--- src/rtl/serial_addsub.sv ---
// serial_addsub -- bit-serial two's-complement adder/subtractor.
//
// Operands load in parallel on an accepted start; one result bit is formed
// per clock, LSB first, by a full-add cell made of two half adders plus a
// carry flop. After WIDTH run cycles the result, carry-out and signed
// overflow are loaded into the output registers and done pulses once.
//
// Parameters:
//   WIDTH      operand/result width, 2..64 (default 16)
// Ports:
//   clk        rising-edge clock
//   rst        synchronous active-high reset
//   start      operation request (accepted in IDLE or DONE)
//   sub        0: a + b, 1: a - b (sampled with start)
//   a, b       signed operands (sampled with start)
//   busy       high while bits are being processed
//   done       one-cycle pulse: sum/carry_out/ovf were just updated
//   sum        result, held until the next done
//   carry_out  carry out of the MSB (for subtract, 1 = no borrow)
//   ovf        signed overflow of the last result
//   state_dbg  current FSM state (0 IDLE, 1 RUN, 2 DONE)
//
// Compile-time option:
//   SERIAL_ADDSUB_SAT_EN  when defined, an overflowing result saturates to
//                         the most positive / most negative value, chosen
//                         by the sign of a. carry_out and ovf are unchanged.
//
// Handshake: a request is taken on any rising edge where start = 1 and the
// block is not busy (IDLE or DONE). There is no queueing: start while busy
// is dropped. sub, a and b matter only on the accepting edge.

module half_adder (
    input  logic x,
    input  logic y,
    output logic s,
    output logic c
);
    assign s = x ^ y;
    assign c = x & y;
endmodule

module serial_addsub #(
    parameter int WIDTH = 16
) (
    input  logic             clk,
    input  logic             rst,
    input  logic             start,
    input  logic             sub,
    input  logic [WIDTH-1:0] a,
    input  logic [WIDTH-1:0] b,
    output logic             busy,
    output logic             done,
    output logic [WIDTH-1:0] sum,
    output logic             carry_out,
    output logic             ovf,
    output logic [1:0]       state_dbg
);
    localparam int CW = (WIDTH > 1) ? $clog2(WIDTH) : 1;
    localparam logic [CW-1:0] LAST = CW'(WIDTH - 1);

    typedef enum logic [1:0] {
        IDLE = 2'd0,
        RUN  = 2'd1,
        DONE = 2'd2
    } state_t;

    state_t state, state_n;
    logic   accept;

    logic [WIDTH-1:0] a_sr;
    logic [WIDTH-1:0] b_sr;
    logic [WIDTH-2:0] res_sr;   // upper result bits collected so far
    logic             c;        // running carry
    logic [CW-1:0]    cnt;
`ifdef SERIAL_ADDSUB_SAT_EN
    logic             a_sign;   // sign of operand a, picks saturation rail
`endif

    // Full-add cell from two half adders.
    logic s1, c1, s_bit, c2, c_next;

    half_adder u_ha0 (.x(a_sr[0]), .y(b_sr[0]), .s(s1),    .c(c1));
    half_adder u_ha1 (.x(s1),      .y(c),       .s(s_bit), .c(c2));
    assign c_next = c1 | c2;

    // Result as it stands once the current bit is included; on the last
    // run cycle this is the complete WIDTH-bit sum.
    logic [WIDTH-1:0] res_full;
    assign res_full = {s_bit, res_sr};

    logic last_bit;
    assign last_bit = (state == RUN) && (cnt == LAST);

    // Next-state logic.
    always_comb begin
        state_n = state;
        accept  = 1'b0;
        case (state)
            IDLE: begin
                if (start) begin
                    accept  = 1'b1;
                    state_n = RUN;
                end
            end
            RUN: begin
                if (cnt == LAST) state_n = DONE;
            end
            DONE: begin
                if (start) begin
                    accept  = 1'b1;
                    state_n = RUN;
                end else begin
                    state_n = IDLE;
                end
            end
            default: state_n = IDLE;
        endcase
    end

    always_ff @(posedge clk) begin
        if (rst) begin
            state     <= IDLE;
            a_sr      <= '0;
            b_sr      <= '0;
            res_sr    <= '0;
            c         <= 1'b0;
            cnt       <= '0;
            sum       <= '0;
            carry_out <= 1'b0;
            ovf       <= 1'b0;
`ifdef SERIAL_ADDSUB_SAT_EN
            a_sign    <= 1'b0;
`endif
        end else begin
            state <= state_n;
            if (accept) begin
                a_sr   <= a;
                // Subtract is a + ~b + 1: the +1 enters as the initial carry.
                b_sr   <= sub ? ~b : b;
                c      <= sub;
                cnt    <= '0;
`ifdef SERIAL_ADDSUB_SAT_EN
                a_sign <= a[WIDTH-1];
`endif
            end else if (state == RUN) begin
                a_sr   <= a_sr >> 1;
                b_sr   <= b_sr >> 1;
                res_sr <= (WIDTH-1)'({s_bit, res_sr} >> 1);
                c      <= c_next;
                cnt    <= cnt + CW'(1);
            end

            if (last_bit) begin
                // c is the carry into the MSB here; c_next is the carry out.
                carry_out <= c_next;
                ovf       <= c ^ c_next;
`ifdef SERIAL_ADDSUB_SAT_EN
                if (c ^ c_next)
                    sum <= a_sign ? {1'b1, {(WIDTH-1){1'b0}}}
                                  : {1'b0, {(WIDTH-1){1'b1}}};
                else
                    sum <= res_full;
`else
                sum <= res_full;
`endif
            end
        end
    end

    assign busy      = (state == RUN);
    assign done      = (state == DONE);
    assign state_dbg = state;

endmodule

--- config.mk ---
export PLATFORM = sky130hd
export DESIGN_NAME = serial_addsub
export DESIGN_NICKNAME = d
export VERILOG_FILES = /design/src/rtl/serial_addsub.sv
export SDC_FILE = /design/constraint.sdc
export NUM_CORES = 1
export LEC_CHECK = 0
export CAP_MARGIN = 20
export CORE_UTILIZATION = 35
export DETAILED_ROUTE_END_ITERATION = 10
export PLACE_DENSITY_LB_ADDON = 0.1
export SYNTH_ARGS = -nofsm -noshare
export SYNTH_HDL_FRONTEND = slang
export SYNTH_HIERARCHICAL = 1
export SYNTH_SLANG_ARGS = --single-unit
--- constraint.sdc ---
create_clock -name clk -period 1.75 [get_ports clk]
set_clock_uncertainty 0.15 [all_clocks]
set_input_delay 0.4375 -clock clk [delete_from_list [all_inputs] [get_ports clk]]
set_output_delay 0.4375 -clock clk [all_outputs]
set_load 0.005 [all_outputs]
==> impl_results.md <==
* Final Hold Vio Count at 0
* Mux cell area share after synthesis at 0.00669
* Main combinational cell family by area after synthesis: compound AO/OA/AOI/OAI gates
* Initial drt markers at 95
* Final hold slack at 0.240 ns
* Initial antenna violation count at 0
* Vias after detailed routing at 2651
* Commonest non-fill, non-tap cell in the layout: dfxtp_1
* Vias/cell at 5.08
* Register area share after synthesis at 0.482
* Cell area after synthesis at 2990 um2
* Clk buf depth at 2
* Global-route wire length before repair at 11800 um
* Tot GR Track Use at 0.171
* EDFF count, synth at 0
* DP Cell Count at 507
* Die Span Y at 94.5 um
* Layout cell share with drive strength beyond 1 at 0.137
* Worst R2R Path Depth at 4
* Cts bufs inserted at 9
* Post-layout minimum cycle time at 1.68 ns
* First-pass detailed-route iteration total at 4
* Worst setup path end: busy
* Outcome: finished, final reports clean
* # rows at 33
* Filler cell count in the final layout at 848
* Post-route ant nets at 0
* Worst Tran Pin Value at 0.639 ns
* RSZ-0062 raised after global routing: false
* Syn nets at 395
* Ant diodes at 0
* Post-DP HPWL at 4320 um
* Peak supply drop at 426 uV
* Synth unique cells at 29
* Max capacitance violation total at 0
* Synth Warn # at 6
* Yosys top cell by area: dfxtp_1
* Ys flop type: dfxtp_1
* Synth Area in Adders at 0.0125
* Root buffer cell: clkbuf_8
* Clock tree sinks at 72
* Vias in the first global route at 2497
* Max-slew violations at 0
* Worst min path class: input port to register
* Largest cells by area after synthesis: dfxtp_1 48%, a21oi_1 7.2%, nand2_1 6.3%, nor3_1 5.5%, xor2_1 5.0%
* Leakage at 1.50 nW
* DR WL/cell at 13.5 um
* I/O Buffers at 57
* Simple-gate share of the synthesized area at 0.188
* Area Overhead vs Synth at 32.0%
* Power density over the cells at 934 nW/um2
* Cell area after layout at 3950 um2
* Non-Filler Instances at 522
* Later-pin clock latency in the skew report at 0.34 ns
* CP Max Fanout at 3
* Nets at 452
* Slew HR at 0.574
* Top Ports at 58
* Core box area at 8260 um2
* Register bit total from synthesis at 72
* RR Endpoint: sum[15]$_SDFFE_PP0P_
* CP arrival at 1.09 ns
* Synth Area in XOR/XNOR at 0.0527
* CTS clk-pin slew, worst paths at 0.07 ns
* Fmax at 596 MHz
* DP Area at 3750 um2
* Worst r2r src: state_dbg[1]$_SDFFE_PP0P_
* Die W at 94.5 um
* Synth Instances at 356
* Top cell type's share of synthesized area at 0.482
* Die footprint at 8920 um2
* CP startpoint: state_dbg[1]$_SDFFE_PP0P_
* Critical path type: register to output port
* Initial cell density of the core at 0.362
* Setup crit end kind: output port
* H-tree levels at 3
* Postcts setup bufs at 0
* DRC at 0
* Most frequent cells in the layout: 59 x dfxtp_1, 50 x nand2_1, 43 x a21oi_1
* GP Congestion at 0.692
* Largest net degree at the start of global routing at 71
* CTS tree: built
* Reg2reg setup slack at 0.15 ns
* DRT Wirelength at 7040 um
* Synthesized area per cell at 8.41 um2
* Final setup fails at 0
* Grt ovf at 0
* Period utilization at 0.960
* Setup crit start kind: register
* Post-synthesis compound-gate area fraction at 0.191
* Register area at 1460 um2
* Ys async rst share at 0
* Critical Path RT at 1.16 ns
* Area of the multi-input gates at 1360 um2
-- worst min-delay path by stage --
stage,endpoint,startpoint,depth (start not counted)
3_5_place_dp,res_sr[0]$_SDFFE_PP0P_,res_sr[0]$_SDFFE_PP0P_,2
5_1_grt,cnt[0]$_SDFFE_PP0P_,rst,2
6_report,cnt[2]$_SDFFE_PP0P_,rst,2
3_3_place_gp,res_sr[0]$_SDFFE_PP0P_,res_sr[0]$_SDFFE_PP0P_,2
2_1_floorplan,res_sr[0]$_SDFFE_PP0P_,res_sr[0]$_SDFFE_PP0P_,2
4_1_cts,cnt[0]$_SDFFE_PP0P_,rst,2
-- through the flow --
stage | TNS [ns] | utilization | setup slack (ns) | power, mW
after global placement | -1.04 | 0.454 | -0.0704 | 2.31
after global routing | 0 | 0.478 | 0.0230 | 3.86
after floorplan | 0 | - | 0.227 | 2.11
after detailed placement | -1.04 | 0.454 | -0.122 | 2.31
after CTS | 0 | 0.479 | 0.0428 | 3.73
final | 0 | 0.478 | 0.0708 | 3.69
-- critical path, cell delays in order, from the launching register on --
cell and delay (ns):
dfxtp_2 0.33, nand2b_4 0.14, inv_2 0.07, clkdlybuf4s15_2 0.21
-- synthesized netlist by cell type, types with 7 or more instances --
| cell | n |
|---|---|
| nand2_1 | 50 |
| o22ai_1 | 14 |
| nand3_1 | 27 |
| clkbuf_1 | 8 |
| nor3_1 | 33 |
| dfxtp_1 | 72 |
| a31oi_1 | 9 |
| o21ai_0 | 14 |
| buf_4 | 9 |
| a22oi_1 | 7 |
| a21oi_1 | 43 |
| xor2_1 | 17 |
| o21ai_1 | 13 |
| buf_2 | 15 |
-- routing by layer --
metal  vias to the layer above  global-route usage  part of all wire
li1                       1373                   -                 -
met1                      1213               0.237              0.52
met2                        57               0.252              0.42
met3                         8              0.0346             0.041
met4                         0              0.0795             0.013
met5                         -                   0                 0
-- area by class of cell --
| type | instances | area share |
|---|---|---|
| tap | 105 | 0.0333 |
| multi-input combinational | 248 | 0.344 |
| clock buffer | 10 | 0.0323 |
| sequential | 72 | 0.369 |
| timing repair buffer | 80 | 0.199 |
| inverter | 2 | 0.00190 |
| clock inverter | 5 | 0.0209 |
-- where the power goes --
| part | internal [mW] | switching (mW) |
|---|---|---|
| sequential | 1.72 | 0.0453 |
| combinational | 0.247 | 0.261 |
| clock | 0.795 | 0.621 |
| total | 2.76 | 0.928 |
-- kinds of logic (layout without fill, tap and decap cells) --
kind of cell	after synthesis	after routing
AO/OA/AOI/OAI	102	102
AND/OR/NAND/NOR	123	123
buffers and inverters	36	97
adder cells (fa/ha/maj)	3	3
multiplexers	2	2
flip-flops	72	72
XOR/XNOR	18	18
-- timing repair --
| item | in CTS | in global routing |
|---|---|---|
| gates resized for setup | 39 | 1 |
| endpoints found under the setup margin | 22 | 1 |
| hold buffers | 0 | 0 |
-- registers in the layout (all words and copies together), names as in the netlist --
signal	count
carry_out	1
sum	16
a_sr	16
cnt	4
b_sr	16
ovf	1
state_dbg	2
res_sr	15
c	1
(Power assumes the default switching activity.)
